## src/rtl/uart_tx_arbiter_pkg.sv

```systemverilog
`default_nettype none
// ============================================================================
// Module   : uart_arb_pkg
// Purpose  : Shared types and constants for the uart_tx arbiter slice.
// Revision : 1.0 - initial release
// ============================================================================
package uart_arb_pkg;

    localparam int BYTE_W       = 8;
    localparam int CLKS_PER_BIT = 868;
    localparam int FRAME_CLKS   = 10 * CLKS_PER_BIT;

    typedef enum logic [1:0] {
        IDLE      = 2'd0,
        ISSUE     = 2'd1,
        WAIT_DONE = 2'd2
    } arb_state_t;

endpackage
`default_nettype wire

```

## src/rtl/uart_tx_arbiter_if.sv

```systemverilog
`default_nettype none
// ============================================================================
// Module   : uart_tx_arbiter_if
// Purpose  : Producer-side and serializer-side signals of the arbiter.
// Revision : 1.0 - initial release
// ============================================================================
interface uart_tx_arbiter_if #(
    parameter int N_REQ = 4
);
    localparam int ID_W = (N_REQ > 1) ? $clog2(N_REQ) : 1;

    logic [N_REQ-1:0]   req;
    logic [8*N_REQ-1:0] req_byte;
    logic [N_REQ-1:0]   ack;
    logic [ID_W-1:0]    grant_id;
    logic               busy;
    logic               tx_wr;
    logic [7:0]         tx_byte;
    logic               tx_active;
    logic               tx_done;
    logic               timeout;

    modport slave (
        input  req, req_byte, tx_active, tx_done,
        output ack, grant_id, busy, tx_wr, tx_byte, timeout
    );

    modport master (
        output req, req_byte, tx_active, tx_done,
        input  ack, grant_id, busy, tx_wr, tx_byte, timeout
    );
endinterface
`default_nettype wire

```

## src/rtl/uart_tx_arbiter_rr_pick.sv

```systemverilog
`default_nettype none
// ============================================================================
// Module   : rr_pick
// Purpose  : Combinational round-robin picker, first request above i_ptr wins.
// Revision : 1.0 - initial release
// ============================================================================
module rr_pick #(
    parameter int N_REQ = 4,
    parameter int ID_W  = (N_REQ > 1) ? $clog2(N_REQ) : 1
) (
    input  wire logic [N_REQ-1:0] i_req,
    input  wire logic [ID_W-1:0]  i_ptr,
    output logic      [ID_W-1:0]  o_sel,
    output logic                  o_valid
);

    // Pass 1 finds the lowest request overall (the wrap case); pass 2
    // overrides it with the lowest request strictly above the pointer.
    always_comb begin
        o_sel   = '0;
        o_valid = 1'b0;
        for (int k = N_REQ - 1; k >= 0; k--) begin
            if (i_req[k]) begin
                o_sel   = ID_W'(k);
                o_valid = 1'b1;
            end
        end
        for (int k = N_REQ - 1; k >= 0; k--) begin
            if (i_req[k] && (ID_W'(k) > i_ptr)) begin
                o_sel = ID_W'(k);
            end
        end
    end

endmodule
`default_nettype wire

```

## src/rtl/uart_tx_arbiter.sv

```systemverilog
`default_nettype none
// ============================================================================
// Module   : uart_tx_arbiter
// Purpose  : Round-robin sharing of one uart_tx among N_REQ byte producers.
//            Optional watchdog in WAIT_DONE: define UART_ARB_TIMEOUT_EN.
// Revision : 1.0 - initial release
// ============================================================================
module uart_tx_arbiter
    import uart_arb_pkg::*;
#(
    parameter int N_REQ          = 4,
    parameter int TIMEOUT_CYCLES = 10000
) (
    input  wire logic          clk,
    input  wire logic          rst_n,
    uart_tx_arbiter_if.slave   bus
);

    localparam int ID_W = (N_REQ > 1) ? $clog2(N_REQ) : 1;

    arb_state_t          r_state;
    arb_state_t          w_state_nxt;
    logic [ID_W-1:0]     r_ptr;
    logic [ID_W-1:0]     w_sel;
    logic                w_valid;
    logic                w_grant;
    logic                w_expire;
    logic [BYTE_W-1:0]   w_sel_byte;

    logic [N_REQ-1:0]    r_ack;
    logic [N_REQ-1:0]    w_ack_nxt;
    logic                r_tx_wr;
    logic                w_tx_wr_nxt;
    logic [BYTE_W-1:0]   r_tx_byte;
    logic [BYTE_W-1:0]   w_tx_byte_nxt;
    logic [ID_W-1:0]     r_grant_id;
    logic [ID_W-1:0]     w_grant_id_nxt;
    logic [ID_W-1:0]     w_ptr_nxt;
    logic                r_timeout;
    logic                w_busy;

    rr_pick #(
        .N_REQ (N_REQ),
        .ID_W  (ID_W)
    ) u_rr_pick (
        .i_req   (bus.req),
        .i_ptr   (r_ptr),
        .o_sel   (w_sel),
        .o_valid (w_valid)
    );

    assign w_grant = (r_state == IDLE) && w_valid;

    always_comb begin
        w_sel_byte = '0;
        for (int i = 0; i < N_REQ; i++) begin
            if (w_sel == ID_W'(i)) begin
                w_sel_byte = bus.req_byte[i*BYTE_W +: BYTE_W];
            end
        end
    end

`ifdef UART_ARB_TIMEOUT_EN
    logic [15:0] r_wait_cnt;
    logic        r_seen_active;

    always_ff @(posedge clk or negedge rst_n) begin
        if (!rst_n) begin
            r_wait_cnt    <= '0;
            r_seen_active <= 1'b0;
        end else if (r_state == ISSUE) begin
            r_wait_cnt    <= '0;
            r_seen_active <= 1'b0;
        end else if (r_state == WAIT_DONE) begin
            r_wait_cnt    <= r_wait_cnt + 16'd1;
            r_seen_active <= r_seen_active | bus.tx_active;
        end
    end

    // A serializer that never raised tx_active in the first four cycles
    // never started, so there is no point waiting out the full limit.
    assign w_expire = (r_state == WAIT_DONE) && !bus.tx_done &&
                      ((r_wait_cnt == 16'(TIMEOUT_CYCLES - 1)) ||
                       ((r_wait_cnt == 16'd3) && !r_seen_active && !bus.tx_active));
`else
    logic w_unused_tx_active;
    assign w_unused_tx_active = bus.tx_active;
    assign w_expire           = 1'b0;
`endif

    always_ff @(posedge clk or negedge rst_n) begin
        if (!rst_n) begin
            r_state <= IDLE;
        end else begin
            r_state <= w_state_nxt;
        end
    end

    // tx_done is only honoured in WAIT_DONE; in ISSUE and IDLE it is stale.
    always_comb begin
        w_state_nxt = r_state;
        case (r_state)
            IDLE:      if (w_valid) w_state_nxt = ISSUE;
            ISSUE:     w_state_nxt = WAIT_DONE;
            WAIT_DONE: if (bus.tx_done || w_expire) w_state_nxt = IDLE;
            default:   w_state_nxt = IDLE;
        endcase
    end

    always_comb begin
        w_ack_nxt      = '0;
        w_tx_byte_nxt  = r_tx_byte;
        w_grant_id_nxt = r_grant_id;
        w_ptr_nxt      = r_ptr;
        w_tx_wr_nxt    = (r_state == ISSUE);
        w_busy         = (r_state != IDLE);
        if (w_grant) begin
            w_ack_nxt      = N_REQ'(1) << w_sel;
            w_tx_byte_nxt  = w_sel_byte;
            w_grant_id_nxt = w_sel;
            w_ptr_nxt      = w_sel;
        end
    end

    always_ff @(posedge clk or negedge rst_n) begin
        if (!rst_n) begin
            r_ack      <= '0;
            r_tx_wr    <= 1'b0;
            r_tx_byte  <= '0;
            r_grant_id <= '0;
            r_ptr      <= ID_W'(N_REQ - 1);
            r_timeout  <= 1'b0;
        end else begin
            r_ack      <= w_ack_nxt;
            r_tx_wr    <= w_tx_wr_nxt;
            r_tx_byte  <= w_tx_byte_nxt;
            r_grant_id <= w_grant_id_nxt;
            r_ptr      <= w_ptr_nxt;
            r_timeout  <= w_expire;
        end
    end

    assign bus.ack      = r_ack;
    assign bus.tx_wr    = r_tx_wr;
    assign bus.tx_byte  = r_tx_byte;
    assign bus.grant_id = r_grant_id;
    assign bus.busy     = w_busy;
    assign bus.timeout  = r_timeout;

endmodule
`default_nettype wire

```

## src/flat_wrapper.sv

```systemverilog
// flat-port wrapper written by rule: the top's interface ports become plain ports
module uart_tx_arbiter_flat import uart_arb_pkg::*;
#(
    parameter int N_REQ          = 4,
    parameter int TIMEOUT_CYCLES = 10000
)
  (clk, rst_n, bus_req, bus_req_byte, bus_tx_active, bus_tx_done, bus_ack, bus_grant_id, bus_busy, bus_tx_wr, bus_tx_byte, bus_timeout);
  uart_tx_arbiter_if #(.N_REQ(N_REQ)) bus_i ();
  input  wire logic clk;
  input  wire logic rst_n;
  input wire logic [$bits(bus_i.req)-1:0] bus_req;
  input wire logic [$bits(bus_i.req_byte)-1:0] bus_req_byte;
  input wire logic [$bits(bus_i.tx_active)-1:0] bus_tx_active;
  input wire logic [$bits(bus_i.tx_done)-1:0] bus_tx_done;
  output wire logic [$bits(bus_i.ack)-1:0] bus_ack;
  output wire logic [$bits(bus_i.grant_id)-1:0] bus_grant_id;
  output wire logic [$bits(bus_i.busy)-1:0] bus_busy;
  output wire logic [$bits(bus_i.tx_wr)-1:0] bus_tx_wr;
  output wire logic [$bits(bus_i.tx_byte)-1:0] bus_tx_byte;
  output wire logic [$bits(bus_i.timeout)-1:0] bus_timeout;
  assign bus_i.req = bus_req;
  assign bus_i.req_byte = bus_req_byte;
  assign bus_i.tx_active = bus_tx_active;
  assign bus_i.tx_done = bus_tx_done;
  assign bus_ack = bus_i.ack;
  assign bus_grant_id = bus_i.grant_id;
  assign bus_busy = bus_i.busy;
  assign bus_tx_wr = bus_i.tx_wr;
  assign bus_tx_byte = bus_i.tx_byte;
  assign bus_timeout = bus_i.timeout;
  uart_tx_arbiter #(.N_REQ(N_REQ), .TIMEOUT_CYCLES(TIMEOUT_CYCLES)) u_core (.clk(clk), .rst_n(rst_n), .bus(bus_i));
endmodule
```

## config.mk

```make
export PLATFORM = sky130hd
export DESIGN_NAME = uart_tx_arbiter_flat
export DESIGN_NICKNAME = d
export VERILOG_FILES = /design/src/rtl/uart_tx_arbiter_pkg.sv /design/src/rtl/uart_tx_arbiter_if.sv /design/src/rtl/uart_tx_arbiter_rr_pick.sv /design/src/rtl/uart_tx_arbiter.sv /design/src/flat_wrapper.sv
export SDC_FILE = /design/constraint.sdc
export NUM_CORES = 1
export LEC_CHECK = 0
export CAP_MARGIN = 20
export CELL_PAD_IN_SITES_DETAIL_PLACEMENT = 1
export CELL_PAD_IN_SITES_GLOBAL_PLACEMENT = 1
export CORE_MARGIN = 5
export CORE_UTILIZATION = 30
export DETAILED_ROUTE_END_ITERATION = 12
export GPL_TIMING_DRIVEN = 0
export PLACE_DENSITY = 0.87
export SKIP_CTS_REPAIR_TIMING = 1
export SLEW_MARGIN = 5
export SYNTH_ARGS = -nofsm -noshare
export SYNTH_HDL_FRONTEND = slang
export SYNTH_SLANG_ARGS = --single-unit
```

## constraint.sdc

```tcl
create_clock -name clk -period 3.5 [get_ports clk]
set_input_delay 1.05 -clock clk [delete_from_list [all_inputs] [get_ports clk]]
set_output_delay 1.05 -clock clk [all_outputs]
set_load 0.01 [all_outputs]
```

==> flow_summary.toml, run 1 <==
[status]
status = "completed"

[power]
peakVddDrop_uv = 217
leakage_uw = 0.000727
powerDensity_nw_per_um2 = 724

[timing]
fin_skew_ns = 0.00475
worst_slew_margin_rel_pct = 42.4
rsz0062_at_grt = "false"
finalCritPeriodShare_pct = 84.1
finalSetupTns_ns = 0
slew_violations = 0
fin_crit_ns = 2.94
clock.fmax_mhz = 340
finalHoldViolCount = 0
finalSetupViolCount = 0
worstMarginPinSlew_ns = 0.857

[clock_network]
clkSlewWorstSetupHoldPaths_ns = 0.08
clockBufferDepth = 2
tritoncts = "built"
root_buffer = "clkbuf_8"
insertion_delay_ns = 0.25
cts_sinks = 19
cts_buffers = 3
htreeDepth = 1

[global_route]
overflow = 0
antenna_found_initial = 0
grt_pass1_wl_microns = 5890
grt_pass1_vias = 1254
grt_start_max_net_pins = 20
track_usage_pct = 14.5

[floorplan]
die_area_sq_um = 4960
start_util_pct = 30.4
die_h_microns = 70.4
rows = 22
top_level_ports = 57
die_w_microns = 70.4
core_sq_um = 3610

[logic_synthesis]
avgSynthCellArea_sq_um = 9.60
synth_cells = 114
ys_dominant_reg_cell = "dfrtp_1"
synth-seq-cells = 19
ys_async_sr_fraction_pct = 100
yosysUniqueCellTypes = 32
synth_edf_count = 0
synth_sequential_area_ratio_pct = 43.7
netlist_area_sq_um = 1090
synth_nets = 154
yosysWarnings = 0

[flow_run]
cap_viol_max_count = 0

[detailed_routing]
dr.pass1.iters = 4
vias = 1110
via_per_inst = 5.05
routed_wl_microns = 3520
drcViolationCount = 0
antenna_left = 0
drt-initial-drc-count = 32
wl_per_cell_microns = 16.0

[placement]
gp_congestion = 0.750
port_buffers = 54
placed_area_sq_um = 1700
hpwl_microns = 2900

[worst_setup_path]
endpoint_kind = "flop"
cp_max_fo = 10
cp.arrival_ns = 3.11
rrSetupSlack_ns = 1.40
critPathLaunchType = "primary input"
worstPathRequired_ns = 3.67
criticalPathCategory = "in2reg"

[final_layout]
syn2layout_area_growth_pct = 59.3
drive_gt1_share_pct = 10.5
fillCellCount = 421
final_common_cell = "clkdlybuf4s50_1"
nets = 213
final_cell_mix = "54 x clkdlybuf4s50_1, 18 x a211oi_1, 17 x dfrtp_1, 14 x nor2_1, 9 x mux2i_1"
fin_area_sq_um = 1740
insertedDiodeCount = 0

[min_path]
hold_path.class = "reg2reg"
## routing by layer
layer / vias up / wire length (microns) / track usage (%)
met5: - / 0 / 0
met4: 0 / 0 / 2.55
met3: 0 / 243 / 3.45
met2: 43 / 1860 / 27.1
met1: 546 / 1410 / 16.7
li1: 521 / - / -
## flip-flops by register name, summed over array words and instances (netlist names)
signal,flops
u_core.bus.tx_byte,8
u_core.bus.ack,4
u_core.bus.grant_id,2
u_core.r_ptr,2
u_core.r_state,2
u_core.bus.tx_wr,1
## cell families after synthesis
| group | synth area share, % |
|---|---|
| AO/OA/AOI/OAI | 24.8 |
| buffers and inverters | 6.97 |
| flip-flops | 43.7 |
| multiplexers | 8.23 |
| other | 0.343 |
| AND/OR/NAND/NOR | 16.0 |
## worst max-delay path, stage by stage
cell and delay, ns:
clkdlybuf4s50_1 0.51, nor4_1 0.74, nor2_1 0.25, nand2_2 0.26
a211oi_1 0.09, a211oi_1 0.21
## path summary, 6_finish.rpt
check,cells after the start,start,endpoint
worst min-delay path,1,u_core.r_state[1],u_core.bus.tx_wr
worst min register to register,1,u_core.r_state[1],u_core.bus.tx_wr
worst max register to register,8,u_core.r_ptr[1],u_core.bus.tx_byte[6]
min in group asynchronous,1,rst_n,u_core.bus.grant_id[1]
max in group asynchronous,1,rst_n,u_core.bus.tx_byte[3]
worst max-delay path,6,bus_req[1],u_core.bus.tx_byte[6]
## stage by stage
| step | utilization [%] | worst slack, ns | hold slack (ns) | std cells | power (uW) |
|---|---|---|---|---|---|
| 2_1_floorplan | - | 1.22 | 0.416 | 114 | 787 |
| 3_3_place_gp | 47.0 | 0.470 | 0.429 | 216 | 1080 |
| 3_5_place_dp | 47.0 | 0.291 | 0.453 | 216 | 1120 |
| 4_1_cts | 48.4 | 0.561 | 0.465 | 220 | 1280 |
| 5_1_grt | 48.4 | 0.335 | 0.521 | 220 | 1350 |
| 6_report | 48.4 | 0.557 | 0.463 | 220 | 1260 |
## Yosys cell counts, types with 2 or more instances
cell type  instances  area share [%]
a21o_1             2             1.4
a31oi_1            2             1.1
dfstp_2            2             4.8
nor3_1             2            0.91
o21ai_0            4             1.8
o21a_1             4             2.7
nand2b_1           3             1.7
inv_1              8             2.7
buf_6              2             2.1
a211oi_1          18              12
a21oi_1            2            0.91
mux2i_1            9             8.2
dfrtp_1           17              39
nor2b_1            4             2.3
nor2_1            14             4.8
buf_4              2             1.4
or2_2              2             1.1
nand2_1            3             1.0
## final cells by class
| class | count | area [sq um] | area share, % |
|---|---|---|---|
| inverters | 8 | 30.0 | 1.72 |
| clock buffers | 3 | 41.3 | 2.37 |
| repair buffers | 54 | 541 | 31.0 |
| flip-flops and latches | 19 | 478 | 27.4 |
| clock inverters | 1 | 7.51 | 0.430 |
| plain buffers | 6 | 46.3 | 2.65 |
| multi-input cells | 81 | 541 | 31.0 |
| well taps | 48 | 60.1 | 3.44 |
## power breakdown
group | switching (uW) | internal, uW | total [uW]
registers | 57.4 | 331 | 388
clock network | 76.4 | 80.1 | 157
logic | 350 | 368 | 718
No activity file was read; power rests on OpenSTA's default activity.
==> run 2, diff against run 1 <==
--- a/config.mk
+++ b/config.mk
@@ -9,10 +9,10 @@
 export CELL_PAD_IN_SITES_DETAIL_PLACEMENT = 1
 export CELL_PAD_IN_SITES_GLOBAL_PLACEMENT = 1
 export CORE_MARGIN = 5
-export CORE_UTILIZATION = 30
+export CORE_UTILIZATION = 25
 export DETAILED_ROUTE_END_ITERATION = 12
 export GPL_TIMING_DRIVEN = 0
-export PLACE_DENSITY = 0.87
+export PLACE_DENSITY = 0.78
 export SKIP_CTS_REPAIR_TIMING = 1
 export SLEW_MARGIN = 5
 export SYNTH_ARGS = -nofsm -noshare
==> constraint.sdc (replaced) <==
create_clock -name clk -period 2.6 [get_ports clk]
set_input_delay 0.78 -clock clk [delete_from_list [all_inputs] [get_ports clk]]
set_output_delay 0.78 -clock clk [all_outputs]
set_load 0.01 [all_outputs]
==> run 2 against run 1 <==
Against the previous run: critical path depth rose by 2; die area rose by 17%; non-clock buffer count rose by 1; clock power rose by 38%; via count fell by 2.3%; first-iteration DRC count fell by 47%; sequential power rose by 34%; critical path type unchanged; critical endpoint is now u_core.bus.tx_byte[1]; largest power group unchanged.
==> flow_summary.toml, run 2 (synthesis gave the netlist of run 1 again) <==
[timing]
finalCritPeriodShare_pct = 96.0
whs_ns = 0.466
fin_crit_ns = 2.50
clock.fmax_mhz = 401
finalHoldViolCount = 0
finalSetupTns_ns = 0
slew_violations = 0
finalSetupViolCount = 0
fin_skew_ns = 0.00118
worstMarginPinSlew_ns = 0.812
worst_slew_margin_rel_pct = 45.7

[worst_setup_path]
r2r_start = "u_core.r_ptr[1]"
worst-path-buf-inv = 3
cp_max_fo = 10
r2r_end = "u_core.bus.tx_byte[1]"
cp_top_family = "buffers and inverters"
crit_slowest_cell = "clkdlybuf4s50_1"
reg2reg_depth = 8
cp.arrival_ns = 2.62
rrSetupSlack_ns = 0.53
endpoint_kind = "flop"
critPathLaunchType = "primary input"
worstPathRequired_ns = 2.72
crit_top_cell = "a211oi_1"
max_stage_delay_ns = 0.59
path_cells = "clkdlybuf4s50_1 > nor2b_2 > o21ai_4 > a21o_1 > buf_6 > buf_4 > a211oi_1 > a211oi_1"
cp-startpoint = "bus_req[2]"
cp.depth = 8
criticalPathCategory = "in2reg"
crit_end = "u_core.bus.tx_byte[1]"

[floorplan]
core_sq_um = 4290
die_h_microns = 76.2
die_area_sq_um = 5800
rows = 24
die_w_microns = 76.2
start_util_pct = 25.5
top_level_ports = 57

[detailed_routing]
antenna_left = 0
routed_wl_microns = 3480
via_per_inst = 4.82
wl_per_cell_microns = 15.5
drcViolationCount = 0
drt-initial-drc-count = 17
vias = 1085
dr.pass1.iters = 4

[power]
peakVddDrop_uv = 283
seq_power_share_pct = 29.9
combPwrFrac_pct = 57.6
power_uw = 1740
leakage_uw = 0.000755
power.internal_uw = 1070
powerDensity_nw_per_um2 = 962
p_switching_uw = 666
switching_share_pct = 38.4
clock_power_share_pct = 12.5

[placement]
placed_area_sq_um = 1700
hpwl_microns = 2820
gp_congestion = 0.764
port_buffers = 54

[min_path]
hold_path.class = "reg2reg"

[clock_network]
clkSlewWorstSetupHoldPaths_ns = 0.08
clockBufferDepth = 2
htreeDepth = 1
insertion_delay_ns = 0.26
root_buffer = "clkbuf_8"
cts_sinks = 19
cts_buffers = 3
tritoncts = "built"

[final_layout]
nets = 214
insertedDiodeCount = 0
syn2layout_area_growth_pct = 64.9
final_cell_mix = "52 x clkdlybuf4s50_1, 18 x a211oi_1, 17 x dfrtp_1, 14 x nor2_1"
drive_gt1_share_pct = 13.9
largest_reg_flops = 8
fin_area_sq_um = 1810
final_util_pct = 42.0
final_common_cell = "clkdlybuf4s50_1"

[global_route]
grt_pass1_vias = 1241
grt_start_max_net_pins = 20
grt_pass1_wl_microns = 5770
track_usage_pct = 11.9
overflow = 0
antenna_found_initial = 0

[flow_run]
cap_viol_max_count = 0

[status]
status = "completed"
run 2: area by class of cell:
cell class              instances  area, sq um
flip-flops and latches         19          478
fillers                       480         2490
clock buffers                   3         41.3
clock inverters                 1         7.51
well taps                      52         65.1
multi-input cells              81          584
inverters                       8         30.0
plain buffers                   6         46.3
repair buffers                 55          553
run 2: worst min-delay path by stage:
stage                     slack (ns)  depth (start not counted)              start          endpoint
final                           0.47                          1  u_core.r_state[1]  u_core.bus.tx_wr
after global routing            0.52                          1  u_core.r_state[1]  u_core.bus.tx_wr
after CTS                       0.47                          1  u_core.r_state[1]  u_core.bus.tx_wr
after detailed placement        0.46                          1  u_core.r_state[1]  u_core.bus.tx_wr
after global placement          0.43                          1  u_core.r_state[1]  u_core.bus.tx_wr
after floorplan                 0.42                          1  u_core.r_state[1]  u_core.bus.tx_wr
run 2: metal layers:
metal  vias to the layer above  track usage, %  wire (microns)
met5                         -               0               0
met4                         0            4.90              81
met3                         8            2.25             174
met2                        39            22.9            1920
met1                       517            12.3            1300
li1                        521               -               -
run 2: stage by stage:
step                      setup WS (ns)  cells
after floorplan                   0.595    114
after global placement           -0.217    220
after detailed placement         -0.255    220
after CTS                       -0.0213    224
after global routing           -0.00720    225
final                             0.103    225
run 2: worst register-to-register path: stages, from the launching register on:
cell	delay [ns]
dfstp_2	0.53
buf_6	0.14
mux2i_2	0.26
o22ai_4	0.13
a21o_1	0.18
buf_6	0.14
buf_4	0.18
a211oi_1	0.29
a211oi_1	0.08
run 2: power groups by stage:
stage                     clock network, uW  registers [uW]  logic (uW)
after floorplan                           0             562         498
after global placement                    0             516         940
after detailed placement                  0             525         971
after CTS                               219             519         978
after global routing                    233             536        1090
final                                   217             520        1000
==> run 3, diff against run 2 <==
--- a/config.mk
+++ b/config.mk
@@ -12,7 +12,7 @@
 export CORE_UTILIZATION = 25
 export DETAILED_ROUTE_END_ITERATION = 12
 export GPL_TIMING_DRIVEN = 0
-export PLACE_DENSITY = 0.78
+export PLACE_DENSITY_LB_ADDON = 0.1
 export SKIP_CTS_REPAIR_TIMING = 1
 export SLEW_MARGIN = 5
 export SYNTH_ARGS = -nofsm -noshare
==> constraint.sdc (replaced) <==
create_clock -name clk -period 2.6 [get_ports clk]
set_input_delay 0.52 -clock clk [delete_from_list [all_inputs] [get_ports clk]]
set_output_delay 0.52 -clock clk [all_outputs]
set_load 0.01 [all_outputs]
==> run 3 against run 2 <==
Against the previous run: clock skew rose by 0.0063 ns; largest cell class unchanged; critical endpoint is now u_core.bus.tx_byte[2]; first-iteration DRC count fell by 5.9%; sequential power barely moved; via count fell by 3.7%; count of clock-buffer cells in the layout did not move; die area did not move.
==> flow_summary.toml, run 3 (synthesis gave the netlist of run 1 again) <==
[timing]
fin_crit_ns = 2.32
finalSetupViolCount = 0
rsz0062_at_grt = "false"
worstMarginPinSlew_ns = 0.900
finalHoldViolCount = 0
clock.fmax_mhz = 431
finalCritPeriodShare_pct = 89.2
fin_skew_ns = 0.00748
slew_violations = 0
worst_slew_margin_rel_pct = 39.5
worst_slack_ns = 0.282

[worst_setup_path]
reg2reg_depth = 5
worstPathRequired_ns = 2.77
cp-startpoint = "bus_req[3]"
critPathLaunchType = "primary input"
cp_max_fo = 10
r2r_start = "u_core.r_ptr[1]"
endpoint_kind = "flop"
cp.arrival_ns = 2.49
criticalPathCategory = "in2reg"

[global_route]
overflow = 0
grtUsageMet3_pct = 4.61
antenna_found_initial = 0
use_met1_pct = 14.5
grt_start_max_net_pins = 20
grt_pass1_wl_microns = 5840
grt_pass1_vias = 1209
track_usage_pct = 12.2
grt_use_met2_pct = 20.1
grt_busiest_layer = "met2"

[final_layout]
fillCellCount = 490
final_cell_mix = "54 x clkdlybuf4s50_1, 18 x a211oi_1, 17 x dfrtp_1, 14 x nor2_1, 9 x mux2i_1"
insertedDiodeCount = 0
nets = 213
final_common_cell = "clkdlybuf4s50_1"
largest_reg_flops = 8
drive_gt1_share_pct = 10.5
syn2layout_area_growth_pct = 59.8
fin_cells = 224

[clock_network]
tritoncts = "built"
insertion_delay_ns = 0.26
htreeDepth = 1
cts_sinks = 19
clockBufferDepth = 2
clkSlewWorstSetupHoldPaths_ns = 0.08
cts_buffers = 3
root_buffer = "clkbuf_8"

[placement]
pre_cts_slack_ns = -0.0443
gp_congestion = 0.757
hpwl_microns = 2790
dp.cells = 220
port_buffers = 54

[detailed_routing]
vias = 1045
via_per_inst = 4.67
wl_per_cell_microns = 15.1
routed_wl_microns = 3390
drcViolationCount = 0
antenna_left = 0
dr.pass1.iters = 4
drt-initial-drc-count = 16

[floorplan]
rows = 24
top_level_ports = 57
die_w_microns = 76.2
start_util_pct = 25.5
core_sq_um = 4290
die_area_sq_um = 5800
die_h_microns = 76.2

[flow_run]
cap_viol_max_count = 0

[power]
peakVddDrop_uv = 256
powerDensity_nw_per_um2 = 961
leakage_uw = 0.000727

[status]
status = "completed"

[min_path]
holdPathStages = 1
holdCritStartpoint = "u_core.r_state[1]"
hold_path.class = "reg2reg"
-- run 3: path summary, 6_finish.rpt --
kind,slack (ns),end
min in group asynchronous,0.73,u_core.r_state[1]
max,0.28,u_core.bus.tx_byte[2]
min,0.46,u_core.bus.tx_wr
max reg2reg,0.52,u_core.bus.tx_byte[2]
max in group asynchronous,1.34,u_core.bus.ack[2]
min reg2reg,0.46,u_core.bus.tx_wr
-- run 3: critical path: stages --
cell,delay (ns)
clkdlybuf4s50_1,0.51
nor4_1,0.68
nor2_1,0.22
nand2_2,0.24
a211oi_1,0.07
a211oi_1,0.23
-- run 3: final cells by class --
cell class	count	area, sq um	share of cell area (%)
timing repair buffer	54	541	30.9
inverter	8	30.0	1.72
clock inverter	1	7.51	0.429
tap	52	65.1	3.72
buffer	6	46.3	2.65
multi-input combinational	81	541	30.9
sequential	19	478	27.3
clock buffer	3	41.3	2.36
-- run 3: stage by stage --
step | hold WS (ns) | utilization [%] | setup TNS, ns | instance area [sq um] | power, uW
after floorplan | 0.224 | - | 0 | 1090 | 1060
after global placement | 0.438 | 39.6 | 0 | 1700 | 1470
after detailed placement | 0.450 | 39.6 | -0.176 | 1700 | 1500
after CTS | 0.464 | 40.7 | 0 | 1750 | 1720
after global routing | 0.479 | 40.7 | 0 | 1750 | 1810
final | 0.463 | 40.7 | 0 | 1750 | 1680
-- run 3: power breakdown --
group	internal (uW)	leakage [uW]	switching (uW)
clock network	108	0.0000217	104
logic	496	0.000481	454
registers	445	0.000224	74.6
-- run 3: routing by layer --
metal | up-vias | routed length (microns) | part of all wire, %
met4 | 0 | 44 | 1.3
met5 | - | 0 | 0
li1 | 521 | - | -
met1 | 477 | 1440 | 42
met2 | 43 | 1620 | 48
met3 | 4 | 286 | 8.4
